### config.mk
export PLATFORM = sky130hd
export DESIGN_NAME = seg_adder_pipe_flat
export DESIGN_NICKNAME = d
export VERILOG_FILES = /design/src/rtl/adder_pkg.sv /design/src/rtl/seg_adder_pipe_if.sv /design/src/rtl/adder_seg_stage.sv /design/src/rtl/seg_adder_pipe.sv /design/src/flat_wrapper.sv
export SDC_FILE = /design/constraint.sdc
export NUM_CORES = 1
export LEC_CHECK = 0
export CAP_MARGIN = 20
export CORE_UTILIZATION = 45
export DETAILED_ROUTE_END_ITERATION = 12
export PLACE_DENSITY_LB_ADDON = 0.15
export RECOVER_POWER = 50
export SETUP_SLACK_MARGIN = 0.05
export SLEW_MARGIN = 40
export SYNTH_ARGS = -nofsm -noshare
export SYNTH_HDL_FRONTEND = slang
export SYNTH_SLANG_ARGS = --single-unit
### constraint.sdc
create_clock -name clk -period 2.1 [get_ports clk]
set_clock_uncertainty 0.05 [all_clocks]
set_input_delay 0.21 -clock clk [delete_from_list [all_inputs] [get_ports clk]]
set_output_delay 0.21 -clock clk [all_outputs]
set_load 0.005 [all_outputs]
### src/rtl/adder_pkg.sv
// Shared definitions for the segmented pipelined add/subtract unit.
package adder_pkg;

  localparam int unsigned DefWidth = 10;
  localparam int unsigned DefSegW  = 5;

  // Per-beat operation mode, carried on in_sub.
  typedef enum logic {
    OpAdd = 1'b0,
    OpSub = 1'b1
  } op_e;

  // Status flags of one result beat.
  typedef struct packed {
    logic carry;
    logic ovf;
  } flags_t;

  // Number of pipeline stages: ceil(width / seg_w).
  function automatic int unsigned nstg(int unsigned width, int unsigned seg_w);
    return (width + seg_w - 1) / seg_w;
  endfunction

  // Lowest result bit resolved by stage k.
  function automatic int unsigned seg_lo(int unsigned seg_w, int unsigned k);
    return k * seg_w;
  endfunction

  // Bits resolved by stage k; only the last segment may be narrower.
  function automatic int unsigned seg_width(int unsigned width, int unsigned seg_w,
                                            int unsigned k);
    return (k == nstg(width, seg_w) - 1) ? width - k * seg_w : seg_w;
  endfunction

endpackage

### src/rtl/seg_adder_pipe_if.sv
// Operand/result stream bundle of the segmented adder.
interface seg_adder_pipe_if
  import adder_pkg::*;
#(
  parameter int unsigned WIDTH = DefWidth
);

  logic             in_valid;
  logic             in_ready;
  logic             in_sub;
  logic [WIDTH-1:0] in_a;
  logic [WIDTH-1:0] in_b;
  logic             out_valid;
  logic             out_ready;
  logic [WIDTH-1:0] out_sum;
  logic             out_carry;
  logic             out_ovf;

  // Producer of operands and consumer of results.
  modport master (
    output in_valid, in_sub, in_a, in_b, out_ready,
    input  in_ready, out_valid, out_sum, out_carry, out_ovf
  );

  // The adder itself.
  modport slave (
    input  in_valid, in_sub, in_a, in_b, out_ready,
    output in_ready, out_valid, out_sum, out_carry, out_ovf
  );

endinterface

### src/rtl/adder_seg_stage.sv
// One pipeline stage: resolves SW result bits starting at bit LO and forwards the
// operands, partial sum and carry to the next stage.
module adder_seg_stage
  import adder_pkg::*;
#(
  parameter int unsigned WIDTH = DefWidth,
  parameter int unsigned LO    = 0,
  parameter int unsigned SW    = DefSegW
) (
  input  logic             clk,
  input  logic             rst_n,
  input  logic             ready,     // stage is empty or its beat leaves this cycle
  input  logic             up_valid,
  input  logic [WIDTH-1:0] up_sum,
  input  logic [WIDTH-1:0] up_a,
  input  logic [WIDTH-1:0] up_b,      // already conditionally inverted
  input  logic             up_carry,
  output logic             valid,
  output logic [WIDTH-1:0] sum,
  output logic [WIDTH-1:0] a,
  output logic [WIDTH-1:0] b,
  output logic             carry
);

  logic             valid_q;
  logic [WIDTH-1:0] sum_q, sum_d;
  logic [WIDTH-1:0] a_q, b_q;
  logic             carry_q;
  logic [SW:0]      seg;

  // Segment adder; splice its bits into the partial sum.
  always_comb begin
    seg   = {1'b0, up_a[LO+:SW]} + {1'b0, up_b[LO+:SW]} + {{SW{1'b0}}, up_carry};
    sum_d = up_sum;
    sum_d[LO+:SW] = seg[SW-1:0];
  end

  // Stage register; data only moves with a valid beat so held results stay stable.
  always_ff @(posedge clk or negedge rst_n) begin
    if (!rst_n) begin
      valid_q <= 1'b0;
      sum_q   <= '0;
      a_q     <= '0;
      b_q     <= '0;
      carry_q <= 1'b0;
    end else if (ready) begin
      valid_q <= up_valid;
      if (up_valid) begin
        sum_q   <= sum_d;
        a_q     <= up_a;
        b_q     <= up_b;
        carry_q <= seg[SW];
      end
    end
  end

  assign valid = valid_q;
  assign sum   = sum_q;
  assign a     = a_q;
  assign b     = b_q;
  assign carry = carry_q;

endmodule

### src/rtl/seg_adder_pipe.sv
// Pipelined two's-complement add/subtract unit, one SEG_W-bit carry segment per stage,
// valid/ready streaming on both sides.
module seg_adder_pipe
  import adder_pkg::*;
#(
  parameter int unsigned WIDTH = DefWidth,
  parameter int unsigned SEG_W = DefSegW
) (
  input logic            clk,
  input logic            rst_n,
  seg_adder_pipe_if.slave bus
);

  localparam int unsigned NSTG = nstg(WIDTH, SEG_W);

  // Index k is the input of stage k; index NSTG is the output of the last stage.
  logic [NSTG:0]    vld_w;
  logic [WIDTH-1:0] sum_w   [NSTG+1];
  logic [WIDTH-1:0] a_w     [NSTG+1];
  logic [WIDTH-1:0] b_w     [NSTG+1];
  logic             carry_w [NSTG+1];
  logic [NSTG-1:0]  stg_ready;
  logic             is_sub;
  flags_t           flags;

  // Subtraction is A + ~B + 1: invert B and seed the carry.
  assign is_sub     = (op_e'(bus.in_sub) == OpSub);
  assign vld_w[0]   = bus.in_valid;
  assign sum_w[0]   = '0;
  assign a_w[0]     = bus.in_a;
  assign b_w[0]     = is_sub ? ~bus.in_b : bus.in_b;
  assign carry_w[0] = is_sub;

  for (genvar k = 0; k < NSTG; k++) begin : g_stage
    localparam int unsigned Lo = seg_lo(SEG_W, k);
    localparam int unsigned Sw = seg_width(WIDTH, SEG_W, k);

    // Flattened form of ready_k = !valid_k || ready_{k+1}: stage k can load unless
    // every stage from k to the end is occupied and the sink is stalled.
    assign stg_ready[k] = bus.out_ready || !(&vld_w[NSTG:k+1]);

    adder_seg_stage #(
      .WIDTH (WIDTH),
      .LO    (Lo),
      .SW    (Sw)
    ) u_stage (
      .clk      (clk),
      .rst_n    (rst_n),
      .ready    (stg_ready[k]),
      .up_valid (vld_w[k]),
      .up_sum   (sum_w[k]),
      .up_a     (a_w[k]),
      .up_b     (b_w[k]),
      .up_carry (carry_w[k]),
      .valid    (vld_w[k+1]),
      .sum      (sum_w[k+1]),
      .a        (a_w[k+1]),
      .b        (b_w[k+1]),
      .carry    (carry_w[k+1])
    );
  end

  // Overflow: operands of equal sign yielding a result of the other sign.
  assign flags.carry = carry_w[NSTG];
  assign flags.ovf   = (a_w[NSTG][WIDTH-1] == b_w[NSTG][WIDTH-1]) &&
                       (sum_w[NSTG][WIDTH-1] != a_w[NSTG][WIDTH-1]);

  assign bus.in_ready  = stg_ready[0];
  assign bus.out_valid = vld_w[NSTG];
  assign bus.out_sum   = sum_w[NSTG];
  assign bus.out_carry = flags.carry;
  assign bus.out_ovf   = flags.ovf;

  // Only the sign bits of the operands matter once every segment is resolved.
  logic unused_low_ops;
  assign unused_low_ops = ^{a_w[NSTG][WIDTH-2:0], b_w[NSTG][WIDTH-2:0]};

endmodule

### src/flat_wrapper.sv
// flat-port wrapper written by rule: the top's interface ports become plain ports
module seg_adder_pipe_flat import adder_pkg::*;
#(
  parameter int unsigned WIDTH = DefWidth,
  parameter int unsigned SEG_W = DefSegW
)
  (clk, rst_n, bus_in_valid, bus_in_sub, bus_in_a, bus_in_b, bus_out_ready, bus_in_ready, bus_out_valid, bus_out_sum, bus_out_carry, bus_out_ovf);
  seg_adder_pipe_if #(.WIDTH(WIDTH)) bus_i ();
  input logic clk;
  input logic rst_n;
  input wire logic [$bits(bus_i.in_valid)-1:0] bus_in_valid;
  input wire logic [$bits(bus_i.in_sub)-1:0] bus_in_sub;
  input wire logic [$bits(bus_i.in_a)-1:0] bus_in_a;
  input wire logic [$bits(bus_i.in_b)-1:0] bus_in_b;
  input wire logic [$bits(bus_i.out_ready)-1:0] bus_out_ready;
  output wire logic [$bits(bus_i.in_ready)-1:0] bus_in_ready;
  output wire logic [$bits(bus_i.out_valid)-1:0] bus_out_valid;
  output wire logic [$bits(bus_i.out_sum)-1:0] bus_out_sum;
  output wire logic [$bits(bus_i.out_carry)-1:0] bus_out_carry;
  output wire logic [$bits(bus_i.out_ovf)-1:0] bus_out_ovf;
  assign bus_i.in_valid = bus_in_valid;
  assign bus_i.in_sub = bus_in_sub;
  assign bus_i.in_a = bus_in_a;
  assign bus_i.in_b = bus_in_b;
  assign bus_i.out_ready = bus_out_ready;
  assign bus_in_ready = bus_i.in_ready;
  assign bus_out_valid = bus_i.out_valid;
  assign bus_out_sum = bus_i.out_sum;
  assign bus_out_carry = bus_i.out_carry;
  assign bus_out_ovf = bus_i.out_ovf;
  seg_adder_pipe #(.WIDTH(WIDTH), .SEG_W(SEG_W)) u_core (.clk(clk), .rst_n(rst_n), .bus(bus_i));
endmodule
# Word level (Yosys, flattened, before mapping)
# Cells that the tools add are included.
[word_totals] ff_bits=59 inputBits=25 output_inout_bits=14
[op_classes] addsub=4 eq_ne=2 muxes=1 n_bitwise=1 reduce_logical=8
[op_table] operator="adder 5 x 5 -> 6 bit" n=2
[op_table] operator="adder 6 x 1 -> 6 bit" n=2
[op_table] operator="2-to-1 mux 10 bit" n=1
[op_table] operator="NOT 10 bit" n=1
[op_table] operator="AND reduction 2 bit" n=3
[op_table] operator="logical NOT 1 bit" n=2
[op_table] operator="logical OR 1 bit" n=2
[op_table] operator="== test 1 bit" n=1
[op_table] operator="logical AND 1 bit" n=1
[op_table] operator="!= test 1 bit" n=1

# Longest topological paths before layout
# Gate-level depths: netlist (run 1).
[logic_depth] depth_word=4 ltp_mapped=8

# Hierarchy
# Synthesis (run 1) repeated with hierarchy kept, for this count alone.
[hier_totals] hier_cells=227 area_unflattened_um2=3007.9
[by_module_without_submodules] module="adder_seg_stage" n_inst=2 cells_each=105 area_each_um2=1437.6 seq_area_each_um2=800.8
[by_module_without_submodules] module="seg_adder_pipe" n_inst=1 cells_each=17 area_each_um2=132.6 seq_area_each_um2=0.0

# Worst setup path after synthesis (run 1)
# No wires, ideal clock.
[synth_timing] kind="register -> register" from="register u_core.g_stage[0].u_stage.carry_q" to="register u_core.g_stage[1].u_stage.carry_q" t_arrival_ns=1.599 required_ns=1.914 path_slack_ns=0.316 path_stages_with_launch=6 n_path_buf=0 synth_period_minus_slack_ns=1.784 path_cell_list="dfrtp_1 fa_1 a21o_1 a21o_1 a2111oi_0 nor3_1"
[synth_via] elab_chain_cells=1
[synth_lines] item="start: declaration" line="adder_seg_stage.sv:28" source="logic carry_q;"
[synth_lines] item="start signal: assignment" line="adder_seg_stage.sv:52" source="carry_q <= seg[SW];"
[synth_lines] item="adder 6 x 1 -> 6 bit" line="adder_seg_stage.sv:33" source="seg = {1'b0, up_a[LO+:SW]} + {1'b0, up_b[LO+:SW]} + {{SW{1'b0}}, up_carry};"
[synth_lines] item="end signal: assignment" line="adder_seg_stage.sv:52"
[synth_lines] item="end: declaration" line="adder_seg_stage.sv:28"
# No other way between the ends.
# A chain may end at the register's enable or synchronous reset.

# Final worst setup path (run 1)
# Ends and elaborated chain as after synthesis.

==> flow_summary.ini, run 1 <==
[cts]
clk_pin_slew_ns = 0.10
numCtsBuffers = 5
clk_latency_ns = 0.32
cts-htree-levels = 2
cts.sinks = 31
cts_tree = yes
cts_root_buf = clkbuf_4
cts_max_path_buffers = 2

[routing]
routed_wl_um = 3080
dr.pass1.iters = 4
viasPerCell = 5.01
drtIter0Drc = 26
wl_per_cell_um = 12.9
route.detailed.drc = 0
vias = 1193
ant_nets = 0

[yosys]
synth_seq_area_share = 0.487
yosysTopAreaCell = dfrtp_1
synth_seq_cells = 31
syn_avg_cell_area_um2 = 11.3
netlist_area_um2 = 1590
synth-async-reset-ratio = 1.00
yosys_most_used_dff = dfrtp_1
synth.distinct_cells = 30
synth.top_cell.area_share = 0.487
yosysWarnings = 0
synth_fa_ha_area_frac = 0.101
synth-compound-area-share = 0.0982
yosys.area_share.simple = 0.104
synth_commonest_cells = dfrtp_1, nand2_1, o21ai_0
synth-edff-count = 0
synth_xor_area_frac = 0.0770
synth_cells = 141
syn_nets = 177
synth.most_common_cell = dfrtp_1
muxShareOfSynthArea = 0.101
synth_top_family_by_area = simple AND/OR/NAND/NOR gates
yosys-top-cells-area = dfrtp_1, mux2_2, ha_1, o21ai_0, nand2_1

[die]
core-area_um2 = 3360
die_y_um = 61.5
ios = 39
fp-row-count = 21
die_w_um = 61.5
initial_utilization = 0.474
die_area_um2 = 3780

[power]
ir_drop_mv = 0.416
internal_power_mw = 1.45
seqPwrFrac = 0.422
finalPower_mw = 2.02
power_density_nw_per_um2 = 926
clkPwrFrac = 0.242
p_sw_mw = 0.561
p_sw_frac = 0.278
combPwrFrac = 0.336
leakage_nw = 0.965

[critical_path]
rr_startpoint = u_core.g_stage[0].u_stage.carry
worst-path-max-fanout = 2
r2r_cells = 5
worstSetupStartpointType = flop
cp.required_ns = 2.26
worstSetupEndpoint = u_core.g_stage[1].u_stage.carry
rr_endpoint = u_core.g_stage[1].u_stage.carry
startpoint = u_core.g_stage[0].u_stage.carry
end_kind = flop
path_class = reg -> reg
cp.arrival_ns = 2.12
r2r_slack_ns = 0.14

[sta]
finalHoldViolations = 0
setup_tns_ns = 0
setup_viol = 0
period_minus_slack_ns = 1.96
rsz0062_at_grt = true
period_share = 0.935
report.final.slew_viol_count = 0
slew-limit-headroom = 0.493
worst_hold_slack_ns = 0.430
tightest_slew_ns = 0.760
max_freq_mhz = 509

[place]
placed_cell_area_um2 = 2080
io_buffers = 38
place_congestion = 0.779
dp.final_hpwl_um = 2370

[global_route]
groute.usage.overall = 0.188
first_global_vias = 1186
grt_max_degree = 32
grt_overflow = 0
antenna_found_initial = 0
grt_pass1_wl_um = 5010

[finish]
n_fill_cell = 306
multi_input_area_um2 = 771
regArea_um2 = 776
antenna_cells = 0
syn2layout_area_growth_pct = 36.7
drive_above_1_share = 0.177
finalNetCount = 227
finish.utilization = 0.647
fin_area_um2 = 2180

[flow_run]
maxCapViolCount = 0

[status]
status = finished, final reports clean

[hold_path]
hold_path_class = in -> async
## flip-flops by register name, indices dropped and copies added (netlist names)
register and count:
u_core.g_stage.u_stage.carry 2, u_core.g_stage.u_stage.a 6, u_core.g_stage.u_stage.b 6, u_core.g_stage.u_stage.sum 15, u_core.g_stage.u_stage.valid 2
## cells in the final DEF, fill, tap and decap left out
cell	Yosys	final
xor2_2	0	1
buf_12	0	1
inv_1	7	7
buf_4	0	7
clkbuf_8	0	1
nor2b_1	2	2
dlygate4sd3_1	0	1
nand2_1	17	18
xor2_1	7	6
nand3b_1	1	1
dfrtp_1	31	31
nand3_1	1	1
o21ai_2	1	1
clkinv_2	0	1
mux2i_2	1	1
fa_1	3	3
and2_0	0	1
clkdlybuf4s50_1	0	36
a21boi_0	1	1
clkbuf_4	0	5
a2111oi_1	0	1
a2111oi_2	1	1
nor2_1	3	3
nand4_1	1	1
bufinv_16	0	1
ha_1	8	8
o21ai_0	14	14
a211o_1	1	1
dlymetal6s2s_1	0	1
a21o_1	2	2
nor3_1	4	4
nand2b_1	3	3
clkbuf_2	0	1
mux2_2	13	13
o31ai_1	1	1
xnor2_1	7	7
a21oi_1	3	3
nor3b_1	1	1
## repair_timing
action,CTS,global route
setup buffers,0,0
endpoints found under the setup margin,0,2
hold buffers,0,0
gates resized for setup,0,3
## critical path: stages (launching register included)
cell,delay [ns]
dfrtp_1,0.41
fa_1,0.48
a21o_1,0.18
a21o_1,0.21
a2111oi_1,0.41
nor3_1,0.10
## worst min-delay path by stage
stage	start	endpoint	slack, ns	cells after the start
floorplan	rst_n	u_core.g_stage[0].u_stage.a[5]	-0.14	0
global placement	u_core.g_stage[1].u_stage.sum[7]	u_core.g_stage[1].u_stage.sum[7]	0.41	2
detailed placement	u_core.g_stage[1].u_stage.sum[7]	u_core.g_stage[1].u_stage.sum[7]	0.42	2
CTS	rst_n	u_core.g_stage[0].u_stage.b[6]	0.22	2
global route	bus_in_a[8]	u_core.g_stage[0].u_stage.a[8]	0.42	2
finish	rst_n	u_core.g_stage[0].u_stage.b[6]	0.43	2
## per-stage QoR
stage | worst slack (ns) | instances
6_report | 0.137 | 238
5_1_grt | 0.0451 | 238
4_1_cts | 0.115 | 238
3_5_place_dp | -0.173 | 230
3_3_place_gp | -0.0134 | 230
2_1_floorplan | 0.316 | 141
## cells by family after synthesis
logic type,Yosys count
xor gates and xnor gates,14
adders and majority gates,11
AOI/OAI and AO/OA,25
buffers and inverters,11
DFF,31
muxes,14
and+or+nand+nor,35
## per-layer routing
metal	track usage	routed length, um	vias to the layer above
met5	0	0	-
met4	0.0825	33	0
met3	0.0756	134	5
met2	0.339	1670	34
met1	0.190	1240	577
li1	-	-	577
## power groups by stage
stage | clock network, mW | registers [mW] | logic (mW)
6_report | 0.488 | 0.851 | 0.678
5_1_grt | 0.530 | 0.871 | 0.756
4_1_cts | 0.501 | 0.852 | 0.683
3_5_place_dp | 0 | 0.864 | 0.681
3_3_place_gp | 0 | 0.854 | 0.663
2_1_floorplan | 0 | 0.854 | 0.330
## final cells by class
cell class | count | area share
flip-flops and latches | 31 | 0.356
multi-input cells | 99 | 0.354
repair buffers | 47 | 0.211
well taps | 46 | 0.0264
clock buffers | 6 | 0.0236
clock inverters | 2 | 0.0161
inverters | 7 | 0.0121
No activity file was read; power rests on OpenSTA's default activity.
==> inputs of run 2 (changes only) <==
GPL_TIMING_DRIVEN = 1   (was not set)
SLEW_MARGIN = not set   (was 40)
==> results of run 2 <==
No change in the layout: final DEF, timing and power equal those of run 1.
==> inputs of run 3 (changes only) <==
CTS_BUF_LIST = sky130_fd_sc_hd__clkbuf_8   (was not set)
SKIP_LAST_GASP = 1   (was not set)
==> run 3 against run 2 <==
  * Power up 5.7%
  * Via count down 0.50%
  * Flip-flop and latch count unchanged
  * Global-route usage down 0.22 points
  * Sequential power about the same
  * Critical path depth unchanged
  * Final cell count unchanged
  * Utilization up 0.93 points
  * Setup slack worse by 0.00064 ns
==> flow_summary.ini, run 3 (synthesis gave the netlist of run 1 again) <==
[power]
combPwrFrac = 0.318
clkPwrFrac = 0.283
ir_drop_mv = 0.440
p_sw_mw = 0.573
seqPwrFrac = 0.399
p_sw_frac = 0.269
power_density_nw_per_um2 = 965
internal_power_mw = 1.56
leakage_nw = 0.979

[sta]
period_minus_slack_ns = 1.96
max_freq_mhz = 509
finalHoldViolations = 0
post-route-worst-setup-slack_ns = 0.136
slew-limit-headroom = 0.494
period_share = 0.935
tightest_slew_ns = 0.760
rsz0062_at_grt = true
report.final.slew_viol_count = 0
setup_viol = 0

[finish]
most-common-layout-cells = clkdlybuf4s50_1, dfrtp_1, nand2_1
syn2layout_area_growth_pct = 38.6
finish.utilization = 0.657
n_fill_cell = 298
final_common_cell = clkdlybuf4s50_1
antenna_cells = 0
drive_above_1_share = 0.177
finalNetCount = 227
largest_reg_flops = 15

[global_route]
grt_pass1_wl_um = 5010
first_global_vias = 1196
grt_overflow = 0
groute.usage.overall = 0.186
antenna_found_initial = 0
grt_max_degree = 32

[die]
ios = 39
die_w_um = 61.5
initial_utilization = 0.474
fp-row-count = 21
core-area_um2 = 3360
die_y_um = 61.5
die_area_um2 = 3780

[routing]
ant_nets = 0
viasPerCell = 4.99
vias = 1187
wl_per_cell_um = 12.8
drtIter0Drc = 30
dr.pass1.iters = 4
routed_wl_um = 3060
route.detailed.drc = 0

[critical_path]
cp.arrival_ns = 2.07
end_kind = flop
crit_family = compound AO/OA/AOI/OAI gates
path_class = reg -> reg
cp_common_cell = a21o_1
path_cells = fa_1 -> a21o_1 -> a21o_1 -> a2111oi_1 -> nor3_1
path_buf_inv = 0
max_stage_delay_ns = 0.48
worstSetupStartpointType = flop
crit_slowest_cell = fa_1
cp.required_ns = 2.20
worst-path-max-fanout = 2

[place]
dp.final_hpwl_um = 2370
place_congestion = 0.779
io_buffers = 38
place_ws_ns = -0.173

[cts]
clk_latency_ns = 0.28
cts.sinks = 31
cts_root_buf = clkbuf_8
postCtsSetupBuffers = 0
cts_max_path_buffers = 2
clk_pin_slew_ns = 0.06
cts_tree = yes
numCtsBuffers = 5
cts-htree-levels = 2

[flow_run]
maxCapViolCount = 0

[status]
status = finished, final reports clean

[hold_path]
hold_path_class = reg -> reg
-- run 3: final cells by class --
| cell class | instances | area, um^2 | share of cell area |
|---|---|---|---|
| clock inverter | 2 | 35.0 | 0.0159 |
| timing repair buffer | 47 | 460 | 0.208 |
| inverter | 7 | 26.3 | 0.0119 |
| tap | 46 | 57.6 | 0.0261 |
| multi-input combinational | 99 | 771 | 0.349 |
| clock buffer | 6 | 82.6 | 0.0374 |
| sequential | 31 | 776 | 0.351 |
-- run 3: path summary, 6_finish.rpt --
check | start | slack, ns | depth (start not counted) | end
worst max register to register | u_core.g_stage[0].u_stage.carry | 0.14 | 5 | u_core.g_stage[1].u_stage.carry
worst min-delay path | u_core.g_stage[0].u_stage.sum[2] | 0.43 | 2 | u_core.g_stage[0].u_stage.sum[2]
max in group asynchronous | rst_n | 1.04 | 2 | u_core.g_stage[0].u_stage.valid
min in group asynchronous | rst_n | 0.48 | 2 | u_core.g_stage[0].u_stage.b[6]
worst max-delay path | u_core.g_stage[0].u_stage.carry | 0.14 | 5 | u_core.g_stage[1].u_stage.carry
worst min register to register | u_core.g_stage[0].u_stage.sum[2] | 0.43 | 2 | u_core.g_stage[0].u_stage.sum[2]
-- run 3: per-stage QoR --
step / TNS [ns] / cells / hold slack [ns] / cell area (um^2) / total power, mW
2_1_floorplan: 0 / 141 / -0.136 / 1590 / 1.18
3_3_place_gp: -0.0134 / 230 / 0.409 / 2080 / 1.52
3_5_place_dp: -0.255 / 230 / 0.418 / 2080 / 1.54
4_1_cts: 0 / 238 / 0.284 / 2200 / 2.16
5_1_grt: 0 / 238 / 0.448 / 2210 / 2.27
6_report: 0 / 238 / 0.426 / 2210 / 2.13
-- run 3: power by group through the flow --
stage / combinational, mW / sequential (mW) / clock, mW
floorplan: 0.330 / 0.854 / 0
detailed placement: 0.681 / 0.864 / 0
finish: 0.677 / 0.851 / 0.603
global placement: 0.663 / 0.854 / 0
global route: 0.756 / 0.873 / 0.643
CTS: 0.684 / 0.854 / 0.619
-- run 3: timing repair --
item,in CTS,in global routing
endpoints found under the setup margin,0,2
resized for setup,0,3
hold buffers,0,0
-- run 3: worst register-to-register path, delay by kind of cell, from the launching register on --
family	cells	cell delay, ns
adders and majority gates	1	0.48
AOI/OAI and AO/OA	3	0.80
and+or+nand+nor	1	0.10
DFF	1	0.40
-- run 3: metal layers --
metal | track usage | vias to the layer above | wire [um]
met5 | 0 | - | 0
met4 | 0.0730 | 0 | 47
met3 | 0.0693 | 5 | 126
met2 | 0.339 | 32 | 1640
met1 | 0.192 | 573 | 1240
li1 | - | 577 | -
